<file path="config.mk">
export PLATFORM = sky130hd
export DESIGN_NAME = yari_sram_ctrl
export DESIGN_NICKNAME = d
export VERILOG_FILES = /design/src/rtl/yari_mem.sv /design/src/rtl/yari_sram_ctrl.sv
export SDC_FILE = /design/constraint.sdc
export NUM_CORES = 1
export LEC_CHECK = 0
export CAP_MARGIN = 20
export CORE_ASPECT_RATIO = 1.5
export CORE_MARGIN = 8
export CORE_UTILIZATION = 30
export DETAILED_ROUTE_END_ITERATION = 16
export HOLD_SLACK_MARGIN = 0.12
export SYNTH_ARGS = -nofsm -noshare
export SYNTH_HDL_FRONTEND = slang
export SYNTH_SLANG_ARGS = --single-unit
</file>
<file path="constraint.sdc">
create_clock -name clock -period 3.8 [get_ports clock]
set_clock_uncertainty 0.1 [all_clocks]
set_input_delay 0.76 -clock clock [delete_from_list [all_inputs] [get_ports clock]]
set_output_delay 0.76 -clock clock [all_outputs]
set_load 0.05 [all_outputs]
</file>
<file path="src/rtl/yari_mem.sv">
// Shared definitions for the yari memory port: requester ids, the SRAM
// controller state encoding and a byte-lane helper.
package yari_mem;

   localparam logic [1:0] ID_NONE = 2'd0;
   localparam logic [1:0] ID_DC   = 2'd1;
   localparam logic [1:0] ID_IC   = 2'd2;

   typedef enum logic [2:0] {
      IDLE  = 3'd0,
      RD_LO = 3'd1,
      RD_HI = 3'd2,
      WR_LO = 3'd3,
      WR_HI = 3'd4
   } state_e;

   // Returns the two byte enables that belong to one SRAM half-word.
   function automatic logic [1:0] half_mask(input logic [3:0] mask, input logic hi);
      return hi ? mask[3:2] : mask[1:0];
   endfunction

endpackage

</file>
<file path="src/rtl/yari_sram_ctrl.sv">
// Memory-side slave for the yari unified mem_* port. Each 32-bit word is
// moved through an asynchronous 16-bit SRAM as two half-word bus cycles,
// with one request in flight and back-pressure via mem_waitrequest.
module yari_sram_ctrl
   import yari_mem::*;
#(
   parameter int WAIT_CYCLES = 1,
   parameter int SRAM_AW     = 18
) (
   input  logic               clock,
   input  logic               rst,
   input  logic [1:0]         mem_id,
   input  logic [29:0]        mem_address,
   input  logic               mem_read,
   input  logic               mem_write,
   input  logic [31:0]        mem_writedata,
   input  logic [3:0]         mem_writedatamask,
   output logic               mem_waitrequest,
   output logic [31:0]        mem_readdata,
   output logic [1:0]         mem_readdataid,
   output logic [SRAM_AW-1:0] sram_addr,
   output logic [15:0]        sram_dq_o,
   output logic               sram_dq_oe,
   input  logic [15:0]        sram_dq_i,
   output logic               sram_ce_n,
   output logic               sram_oe_n,
   output logic               sram_we_n,
   output logic               sram_ub_n,
   output logic               sram_lb_n
);

   localparam int N  = WAIT_CYCLES + 1;
   localparam int CW = $clog2(N + 1);
   localparam logic [CW-1:0] CNT_RD = CW'(N - 1);
   localparam logic [CW-1:0] CNT_WR = CW'(N);

   state_e             state_q, state_d;
   logic [CW-1:0]      cnt_q, cnt_d;
   logic [SRAM_AW-2:0] addr_q, addr_d;
   logic [31:0]        wdata_q, wdata_d;
   logic [3:0]         mask_q, mask_d;
   logic [1:0]         id_q, id_d;
   logic [15:0]        lo_q, lo_d;
   logic [31:0]        readdata_q, readdata_d;
   logic [1:0]         rid_q, rid_d;
   logic [SRAM_AW-1:0] sram_addr_q, sram_addr_d;
   logic [15:0]        dq_o_q, dq_o_d;
   logic               dq_oe_q, dq_oe_d;
   logic               ce_n_q, ce_n_d;
   logic               oe_n_q, oe_n_d;
   logic               we_n_q, we_n_d;
   logic               ub_n_q, ub_n_d;
   logic               lb_n_q, lb_n_d;
   logic               accept;
   logic               unused_addr_bits;

   // Upper word-address bits fall outside the SRAM and simply alias.
   assign unused_addr_bits = ^mem_address[29:SRAM_AW-1];

   assign accept          = (state_q == IDLE) && (mem_read || mem_write);
   assign mem_waitrequest = (state_q != IDLE);
   assign mem_readdata    = readdata_q;
   assign mem_readdataid  = rid_q;
   assign sram_addr       = sram_addr_q;
   assign sram_dq_o       = dq_o_q;
   assign sram_dq_oe      = dq_oe_q;
   assign sram_ce_n       = ce_n_q;
   assign sram_oe_n       = oe_n_q;
   assign sram_we_n       = we_n_q;
   assign sram_ub_n       = ub_n_q;
   assign sram_lb_n       = lb_n_q;

   // Sequence the half-word accesses, latch the request and assemble read data.
   always_comb begin
      state_d    = state_q;
      cnt_d      = cnt_q;
      addr_d     = addr_q;
      wdata_d    = wdata_q;
      mask_d     = mask_q;
      id_d       = id_q;
      lo_d       = lo_q;
      readdata_d = readdata_q;
      rid_d      = ID_NONE;

      if (accept) begin
         addr_d  = mem_address[SRAM_AW-2:0];
         wdata_d = mem_writedata;
         mask_d  = mem_writedatamask;
         id_d    = mem_id;
      end

      case (state_q)
         IDLE: begin
            if (mem_write) begin
               if (half_mask(mem_writedatamask, 1'b0) != 2'b00) begin
                  state_d = WR_LO;
                  cnt_d   = CNT_WR;
               end else if (half_mask(mem_writedatamask, 1'b1) != 2'b00) begin
                  state_d = WR_HI;
                  cnt_d   = CNT_WR;
               end
            end else if (mem_read) begin
               state_d = RD_LO;
               cnt_d   = CNT_RD;
            end
         end
         RD_LO: begin
            if (cnt_q == '0) begin
               lo_d    = sram_dq_i;
               state_d = RD_HI;
               cnt_d   = CNT_RD;
            end else begin
               cnt_d = cnt_q - 1'b1;
            end
         end
         RD_HI: begin
            if (cnt_q == '0) begin
               readdata_d = {sram_dq_i, lo_q};
               rid_d      = id_q;
               state_d    = IDLE;
            end else begin
               cnt_d = cnt_q - 1'b1;
            end
         end
         WR_LO: begin
            if (cnt_q == '0) begin
               if (half_mask(mask_q, 1'b1) != 2'b00) begin
                  state_d = WR_HI;
                  cnt_d   = CNT_WR;
               end else begin
                  state_d = IDLE;
               end
            end else begin
               cnt_d = cnt_q - 1'b1;
            end
         end
         WR_HI: begin
            if (cnt_q == '0) begin
               state_d = IDLE;
            end else begin
               cnt_d = cnt_q - 1'b1;
            end
         end
         default: state_d = IDLE;
      endcase
   end

   // Derive next SRAM pin values from the next state so the pins are registered.
   always_comb begin
      sram_addr_d = sram_addr_q;
      dq_o_d      = dq_o_q;
      dq_oe_d     = 1'b0;
      ce_n_d      = 1'b1;
      oe_n_d      = 1'b1;
      we_n_d      = 1'b1;
      ub_n_d      = 1'b1;
      lb_n_d      = 1'b1;

      case (state_d)
         RD_LO, RD_HI: begin
            ce_n_d      = 1'b0;
            oe_n_d      = 1'b0;
            ub_n_d      = 1'b0;
            lb_n_d      = 1'b0;
            sram_addr_d = {addr_d, (state_d == RD_HI)};
         end
         WR_LO: begin
            ce_n_d           = 1'b0;
            dq_oe_d          = 1'b1;
            we_n_d           = (cnt_d == '0);
            {ub_n_d, lb_n_d} = ~half_mask(mask_d, 1'b0);
            sram_addr_d      = {addr_d, 1'b0};
            dq_o_d           = wdata_d[15:0];
         end
         WR_HI: begin
            ce_n_d           = 1'b0;
            dq_oe_d          = 1'b1;
            we_n_d           = (cnt_d == '0);
            {ub_n_d, lb_n_d} = ~half_mask(mask_d, 1'b1);
            sram_addr_d      = {addr_d, 1'b1};
            dq_o_d           = wdata_d[31:16];
         end
         default: begin
         end
      endcase
   end

   // State, request latches and registered SRAM pins; reset aborts any access.
   always_ff @(posedge clock) begin
      if (!rst) begin
         state_q     <= IDLE;
         cnt_q       <= '0;
         addr_q      <= '0;
         wdata_q     <= '0;
         mask_q      <= '0;
         id_q        <= ID_NONE;
         lo_q        <= '0;
         readdata_q  <= '0;
         rid_q       <= ID_NONE;
         sram_addr_q <= '0;
         dq_o_q      <= '0;
         dq_oe_q     <= 1'b0;
         ce_n_q      <= 1'b1;
         oe_n_q      <= 1'b1;
         we_n_q      <= 1'b1;
         ub_n_q      <= 1'b1;
         lb_n_q      <= 1'b1;
      end else begin
         state_q     <= state_d;
         cnt_q       <= cnt_d;
         addr_q      <= addr_d;
         wdata_q     <= wdata_d;
         mask_q      <= mask_d;
         id_q        <= id_d;
         lo_q        <= lo_d;
         readdata_q  <= readdata_d;
         rid_q       <= rid_d;
         sram_addr_q <= sram_addr_d;
         dq_o_q      <= dq_o_d;
         dq_oe_q     <= dq_oe_d;
         ce_n_q      <= ce_n_d;
         oe_n_q      <= oe_n_d;
         we_n_q      <= we_n_d;
         ub_n_q      <= ub_n_d;
         lb_n_q      <= lb_n_d;
      end
   end

endmodule

</file>
# == Word-level counts from Yosys, hierarchy flattened ==
# Index checks and enable logic that the tools add are counted.
# op_classes
n_addsub,1
multipliers,0
div,0
n_lt_le_gt_ge,0
eq_ne,8
shift,0
muxes,28
bitwise,2
reduce_logical,19
# op_table
cell,n
one-hot mux 18 bit (3 select lines),1
two-way mux 32 bit,1
one-hot mux 16 bit (2 select lines),1
two-way mux 3 bit,8
two-way mux 17 bit,1
two-way mux 2 bit,8
"equality test 3 x 2 -> 1 bit, second input constant",4
one-hot mux 3 bit (4 select lines),1
one-hot mux 2 bit (4 select lines),1
nonzero test 2 bit,4
"equality test 3 x 1 -> 1 bit, second input constant",2
"equality test 3 bit, second input constant",2
one-hot mux 1 bit (3 select lines),2
AND reduction 2 bit,3
nonzero test 3 bit,2
OR reduction 2 bit,3
logical NOT 2 bit,2
two-way mux 4 bit,1
NOT 2 bit,2
OR reduction 4 bit,1
logical NOT 3 bit,1
two-way mux 1 bit,3
AND reduction 3 bit,1
"subtractor 2 x 1 -> 2 bit, second input constant",1
other kinds (2),2
# totals
register_bits,150
latch_bits,0
mem_bits_rw,0
romBits,0
in_bits,88
out_inout_bits,75
elab_cells,75
memories,0

# == Depth between registers and ports, before layout ==
# Gate-level depths: netlist (run 1).
# logic_depth
word_depth,8
mapped_depth,9
depth_no_buf,6

# == Worst setup path after synthesis (run 1) ==
# No wires, ideal clock.
# synth_timing
path_kind,input -> register
startpoint,in mem_writedatamask[0]
endpoint,reg sram_addr_q[10] (netlist: sram_addr[10])
setup_ps,132
t_arrival_ps,2129
required_time_ps,3568
slack_ps,1439
stages,7
path_buffers,2
cell_sequence,or2_2 > a221o_1 > and2_1 > clkbuf_1 > clkbuf_1 > nor4_1 > nor3_1
# synth_between
elab_chain_cells,7
word_cells_on_any_way,10
cone_classes,4 x eq/ne; 3 x mux; 3 x reduce/logical
# synth_lines
item,line,source
from (decl),yari_sram_ctrl.sv:17,"input logic [3:0] mem_writedatamask,"
nonzero test 2 bit *,yari_sram_ctrl.sv:95,"if (half_mask(mem_writedatamask, 1'b0) != 2'b00) begin"
two-way mux 3 bit *,yari_sram_ctrl.sv:95,
two-way mux 3 bit *,yari_sram_ctrl.sv:94,if (mem_write) begin
one-hot mux 3 bit (4 select lines) *,yari_sram_ctrl.sv:92,case (state_q)
equality test 3 x 2 -> 1 bit or equality test 3 x 1 -> 1 bit (tied branches),yari_sram_ctrl.sv:159,case (state_d)
OR reduction 2 bit,yari_sram_ctrl.sv:159,
nonzero test 3 bit (no line) *,n/a,
to (signal assigned),yari_sram_ctrl.sv:218,sram_addr_q <= sram_addr_d;
to (decl),yari_sram_ctrl.sv:46,"logic [SRAM_AW-1:0] sram_addr_q, sram_addr_d;"
# Every way passes the cells marked *; elsewhere a longest branch is shown, timed or not.
# A chain may end at the register's enable or synchronous reset.

# == Final worst setup path (run 1) ==
# layout_timing
startpoint,reg state_q[0]
endpoint,out mem_waitrequest
# layout_between
elab_chain_cells,1
# layout_lines
item,line,source
from (decl),yari_sram_ctrl.sv:37,"state_e state_q, state_d;"
from (signal assigned),yari_sram_ctrl.sv:209,state_q <= state_d;
nonzero test 3 bit,yari_sram_ctrl.sv:61,assign mem_waitrequest = (state_q != IDLE);
to (decl),yari_sram_ctrl.sv:18,"output logic mem_waitrequest,"
# No other way between the ends.

==> results of run 1 <==
-- Yosys cell counts (5+ instances only) --
cell / n
a31oi_1: 17
nor2_1: 43
mux2i_1: 34
o211ai_1: 14
mux2_2: 16
clkbuf_1: 34
o32a_1: 13
buf_6: 5
a32oi_1: 5
o21ai_0: 17
buf_2: 11
a21oi_1: 71
and2_1: 18
nor3_1: 18
dfxtp_1: 150
nor4_1: 17
nand2_1: 105
nand3_1: 11
-- power groups by stage --
stage / Combinational (uW) / Sequential, uW / Clock (uW)
global route: 2630 / 2070 / 1730
global placement: 2460 / 2070 / 0
CTS: 2480 / 2040 / 1650
floorplan: 1160 / 2630 / 0
detailed placement: 2470 / 2080 / 0
finish: 2460 / 2040 / 1600
-- cell type report --
cell class	instances	area (um2)
Fill cell	1899	11000
Sequential cell	150	3000
Multi-Input combinational cell	425	2500
Timing Repair Buffer	159	1620
Clock buffer	17	425
Tap cell	256	320
Clock inverter	15	139
Inverter	2	12.5
-- flip-flops by register name (all words and copies together), names as in the netlist --
register,flops
wdata_q,32
state_q,3
sram_lb_n,1
mem_readdataid,2
mask_q,4
sram_dq_o,16
lo_q,16
sram_ub_n,1
id_q,2
addr_q,17
sram_dq_oe,1
sram_oe_n,1
mem_readdata,32
sram_we_n,1
sram_addr,18
cnt_q,2
sram_ce_n,1
-- path summary, 6_finish.rpt --
path                          from                            end  slack, ns  cells past startpoint
min          lo_q[12]$_SDFFE_PN0P_  mem_readdata[12]$_SDFFE_PN0P_       0.35                      2
max          state_q[0]$_SDFF_PN0_                mem_waitrequest       0.67                      3
min reg2reg  lo_q[12]$_SDFFE_PN0P_  mem_readdata[12]$_SDFFE_PN0P_       0.35                      2
max reg2reg  state_q[1]$_SDFF_PN0_     sram_addr[12]$_SDFFE_PN0P_       0.86                      7
-- critical path, stage by stage, from the launching register on --
cell and delay (ns):
dfxtp_1 0.70, nor3_4 0.15, inv_4 0.16, clkdlybuf4s50_1 0.83
-- stage by stage --
| stage | util [%] | worst slack, ns | total power, uW | area [um2] | cells |
|---|---|---|---|---|---|
| global placement | 39.1 | 0.378 | 4530 | 7440 | 991 |
| global route | 42.2 | 0.590 | 6430 | 8030 | 1024 |
| detailed placement | 39.1 | 0.380 | 4550 | 7440 | 991 |
| finish | 42.2 | 0.670 | 6100 | 8030 | 1024 |
| floorplan | - | 1.44 | 3790 | 5750 | 632 |
| CTS | 42.1 | 0.646 | 6170 | 8000 | 1023 |
-- cell families (layout without fill, tap and decap cells) --
kind of cell	Yosys count	count (layout)
mux	50	50
flops	150	150
buf+inv	57	193
compound gates	146	146
simple gates	229	229
-- routing by layer --
metal / vias up / track usage, % / wire (um)
met2: 127 / 24.2 / 8640
met3: 21 / 3.27 / 782
met1: 2324 / 15.3 / 6580
li1: 2461 / - / -
met4: 0 / 5.33 / 267
met5: - / 0 / 0
-- cells in the final DEF (no fill, tap or decap), types with 3 or more instances in the layout --
cell type,instances
dfxtp_1,150
clkdlybuf4s50_1,149
or2_2,3
a21oi_1,71
inv_8,3
nor3_1,17
nor4_1,17
buf_4,6
o21ai_0,17
mux2_2,16
clkinv_4,3
mux2i_1,34
clkbuf_16,17
buf_12,3
nor2_1,43
nand2_1,105
a32oi_1,5
clkinvlp_4,3
o211ai_1,14
o32a_1,13
nand3_1,11
inv_6,4
and2_1,18
a31oi_1,17
==> qor.csv, run 1 <==
stage,metric,value,unit
status,status,"finished, final reports clean",
clock_network,Inserted Clock Buffers,17,
sta,final period utilization,82.4,%
sta,"Hold Vio Cnt, Final",0,
sta,Worst-Margin Slew,1.01,ns
die,row cnt,62,
worst_setup_path,Critical Path AT,2.27,ns
synth,Syn. warnings,0,
synth,number of synthesized flops with an enable pin,0,
synth,post-synth design cell area,0.00575,mm2
clock_network,CTS resizes,0,
detailed_routing,wire per inst,15.9,um
clock_network,Worst-path clk slew,0.07,ns
sta,RSZ-0062 raised after global routing,false,
power_and_ir_drop,sequential power share,33.4,%
finish,layout cells sized above 1,9.11,%
synth,post-synth top area cell,dfxtp_1,
global_routing,first-pass GRT wire length,25400,um
global_routing,grt total ovfl,0,
die,die height,186,um
synth,Synth Register Bits,150,
synth,top post-synthesis cells by area,"dfxtp_1 (52%), nand2_1 (6.9%), a21oi_1 (6.2%), mux2i_1 (5.9%), mux2_2 (3.1%)",
synth,Simple-Gate Fraction of Synth Area,18.4,%
synth,Synth Area in XOR/XNOR,0,%
synth,post-synthesis mux area share,9.05,%
clock_network,CTS tree,yes,
global_routing,number of global-route vias before repair,4603,
power_and_ir_drop,power per cell area,760,mW/mm2
power_and_ir_drop,internal power,3630,uW
detailed_routing,Vias,4933,
detailed_routing,total wire length,16300,um
clock_network,htree depth,4,
die,die area,0.0240,mm2
synth,Synth top area share,52.2,%
power_and_ir_drop,switching power,2470,uW
sta,Sum Neg Setup Slack,0,ns
worst_setup_path,Crit path required time,2.94,ns
placement,DP HPWL,10800,um
die,io pins,163,
power_and_ir_drop,sw frac,40.5,%
synth,area fraction in compound gates after synthesis,15.6,%
worst_setup_path,CP Capture Type,primary output,
die,core area,0.0190,mm2
die,Initial Util,30.3,%
synth,"FFs w/ async S/R, synth",0,%
detailed_routing,DR iter-0 viols,209,
min_path,min-delay worst type,reg2reg,
synth,"Seq/Total Area, Yosys",52.2,%
detailed_routing,via/cell ratio,4.82,
sta,Fmax,0.320,GHz
worst_setup_path,CP Class,reg2out,
clock_network,Skew-Pair Late Insertion Delay,0.42,ns
synth,Avg Synthesized Cell Area,9.10,um2
worst_setup_path,Critical Path Fanout Max,14,
global_routing,largest net degree at the start of global routing,69,
global_routing,total track usage,13.6,%
global_routing,initial antenna violation count,0,
sta,final setup vio count,0,
power_and_ir_drop,Max VDD drop,0.000313,V
synth,Synth Flop Type,dfxtp_1,
finish,# nets final,843,
placement,Final Wtd Congestion,0.767,
die,die span in x,129,um
synth,Mapped Cells,632,
detailed_routing,DRT Pass-1 Iters,4,
worst_setup_path,critical path startpoint category,register,
power_and_ir_drop,P_leak,0.00289,uW
sta,crit path time final,3.13,ns
clock_network,Post-CTS Hold Buffers,0,
sta,Final Slew Violations,0,
sta,Hold WS,0.346,ns
detailed_routing,DR DRC count,0,
power_and_ir_drop,clock power share,26.2,%
clock_network,CTS Sinks,150,
synth,largest family of logic cells by synthesized area,simple AND/OR/NAND/NOR gates,
job,Max Cap Viol,0,
clock_network,root buffer cell,clkbuf_16,
clock_network,# Post-CTS Setup Buffers,0,
synth,Synth Area in Adders,0,%
placement,number of port buffers,149,
synth,unique cell type count in the Yosys netlist,41,
detailed_routing,post-route ant nets,0,
finish,post-synthesis to final-layout area growth,39.5,%
clock_network,maximum buffer depth of the clock tree,2,
power_and_ir_drop,Logic pwr share,40.3,%
synth,syn nets,720,
sta,slew margin rel.,32.7,%
finish,diode count,0,
(Power assumes the default switching activity.)
==> run 2: changes to the inputs <==
Clock period 3.8 ns to 3.1 ns, I/O delays scaled along.
==> run 2 against run 1 <==
Against the previous run:
- die area is the same
- register-to-register slack got worse by 0.16 ns
- critical path type unchanged
- largest cell class unchanged
- combinational power is 28% higher
- via count is 0.75% lower
- sequential share of layout area decreased by 0.51 points
- worst setup slack lost 0.55 ns
- final area increased by 1.4%
- highest routed layer unchanged
- first-iteration DRC count grew 21%
- critical path depth is the same
- routed wire length up 1.0%
- flip-flop and latch count stayed put
- clock-buffer cell count increased by 1
==> qor.csv, run 2 (synthesized netlist as in run 1, its figures left out) <==
stage,metric,value,unit,change
status,status,"finished, final reports clean",,unchanged
sta,RSZ-0062 raised after global routing,false,,unchanged
die,io pins,163,,unchanged
clock_network,CTS tree,yes,,unchanged
clock_network,Skew-Pair Late Insertion Delay,0.42,ns,about the same
die,die height,186,um,unchanged
clock_network,root buffer cell,clkbuf_16,,unchanged
sta,Worst-Margin Slew,0.870,ns,was 1.01 ns
clock_network,# Post-CTS Setup Buffers,0,,unchanged
clock_network,CTS resizes,0,,unchanged
detailed_routing,DRT Pass-1 Iters,4,,unchanged
finish,fill count,1888,,was 1899
detailed_routing,post-route ant nets,0,,unchanged
die,row cnt,62,,unchanged
die,core area,0.0190,mm2,unchanged
clock_network,Worst-path clk slew,0.07,ns,about the same
die,die span in x,129,um,unchanged
job,Max Cap Viol,0,,unchanged
min_path,min-delay worst type,reg2reg,,unchanged
global_routing,grt total ovfl,0,,unchanged
sta,"Hold Vio Cnt, Final",0,,unchanged
placement,Final Wtd Congestion,0.775,,was 0.767
die,die area,0.0240,mm2,unchanged
sta,final setup vio count,0,,unchanged
worst_setup_path,crit path max-delay cell type,clkdlybuf4s50_1,,unchanged
global_routing,number of global-route vias before repair,4795,,was 4603
worst_setup_path,CP Capture Type,primary output,,unchanged
global_routing,initial antenna violation count,0,,unchanged
worst_setup_path,Critical Path AT,2.26,ns,was 2.27 ns
sta,final period utilization,96.0,%,
global_routing,first-pass GRT wire length,25700,um,was 25400 um
clock_network,CTS Sinks,150,,unchanged
finish,# nets final,849,,was 843
sta,Fmax,0.336,GHz,
placement,Place WS,0.257,ns,was 0.380 ns
placement,number of port buffers,149,,unchanged
sta,Final Slew Violations,0,,unchanged
placement,DP HPWL,11100,um,was 10800 um
finish,layout cells sized above 1,9.82,%,was 9.11%
sta,Setup WS post-layout,0.124,ns,was 0.670 ns
sta,Sum Neg Setup Slack,0,ns,unchanged
power_and_ir_drop,power per cell area,941,mW/mm2,was 760 mW/mm2
worst_setup_path,CP Class,reg2out,,unchanged
worst_setup_path,crit-path max cell delay,0.83,ns,about the same
detailed_routing,total wire length,16400,um,was 16300 um
die,Initial Util,30.3,%,unchanged
power_and_ir_drop,P_leak,0.00294,uW,was 0.00289 uW
worst_setup_path,Critical Path Fanout Max,14,,unchanged
detailed_routing,wire per inst,16.0,um,was 15.9 um
worst_setup_path,crit path cell chain,"nor3_4, inv_4, clkdlybuf4s50_1",,unchanged
detailed_routing,DR DRC count,0,,unchanged
detailed_routing,DR iter-0 viols,252,,was 209
global_routing,largest net degree at the start of global routing,59,,was 69
finish,most frequent cells in the layout,"dfxtp_1 (150), clkdlybuf4s50_1 (149), nand2_1 (105)",,unchanged
finish,diode count,0,,unchanged
detailed_routing,via/cell ratio,4.75,,was 4.82
clock_network,htree depth,4,,unchanged
clock_network,maximum buffer depth of the clock tree,2,,unchanged
sta,slew margin rel.,41.6,%,was 32.7%
clock_network,Inserted Clock Buffers,17,,unchanged
worst_setup_path,Crit path required time,2.38,ns,was 2.94 ns
finish,post-synthesis to final-layout area growth,41.5,%,was 39.5%
finish,"most common cell after layout, fill and taps aside",dfxtp_1,,unchanged
worst_setup_path,critical path startpoint category,register,,unchanged
global_routing,total track usage,13.7,%,was 13.6%
clock_network,Post-CTS Hold Buffers,0,,unchanged
sta,crit path time final,2.98,ns,
detailed_routing,Vias,4896,,was 4933
power_and_ir_drop,Max VDD drop,0.000339,V,was 0.000313 V
==> run 2: worst max-delay path: cells and delay by family (launching register included) <==
family	cells	cell delay, ns
DFF	1	0.68
buffers and inverters	2	0.99
and+or+nand+nor	1	0.15
==> run 2: power by group <==
group | leakage [uW] | internal (uW) | switching [uW] | total [uW]
clock network | 0.000274 | 1150 | 880 | 2030
logic | 0.00144 | 1170 | 1960 | 3140
registers | 0.00123 | 2310 | 186 | 2490
total | 0.00294 | 4630 | 3030 | 7660
==> run 2: stage by stage <==
step / total power, uW / area, um2 / hold slack [ns] / instances / utilization, %
3_5_place_dp: 5710 / 7560 / 0.344 / 998 / 39.8
6_report: 7660 / 8140 / 0.351 / 1030 / 42.8
5_1_grt: 8060 / 8140 / 0.368 / 1030 / 42.8
3_3_place_gp: 5670 / 7540 / 0.338 / 997 / 39.7
4_1_cts: 7760 / 8140 / 0.353 / 1030 / 42.8
2_1_floorplan: 4640 / 5750 / 0.332 / 632 / -
==> run 2: final timing paths <==
path,from,endpoint,slack (ns),cells past startpoint
setup reg to reg,state_q[0]$_SDFF_PN0_,sram_dq_o[13]$_SDFFE_PN0P_,0.70,7
hold reg to reg,lo_q[7]$_SDFFE_PN0P_,mem_readdata[7]$_SDFFE_PN0P_,0.35,2
hold / removal,lo_q[7]$_SDFFE_PN0P_,mem_readdata[7]$_SDFFE_PN0P_,0.35,2
setup / recovery,state_q[0]$_SDFF_PN0_,mem_waitrequest,0.12,3
==> run 2: layout make-up <==
type	instances	area, um2	area share (%)
Timing Repair Buffer	165	1720	21.1
Clock buffer	18	439	5.40
Inverter	2	12.5	0.154
Tap cell	256	320	3.94
Multi-Input combinational cell	425	2500	30.8
Sequential cell	150	3000	36.9
Clock inverter	14	140	1.72
==> run 2: metal layers <==
metal  vias up  GRT usage, %  routed length, um
met5         -             0                  0
met1      2295          15.0               6700
met3        18          3.18                681
met4         0          5.99                331
li1       2480             -                  -
met2       103          24.6               8720
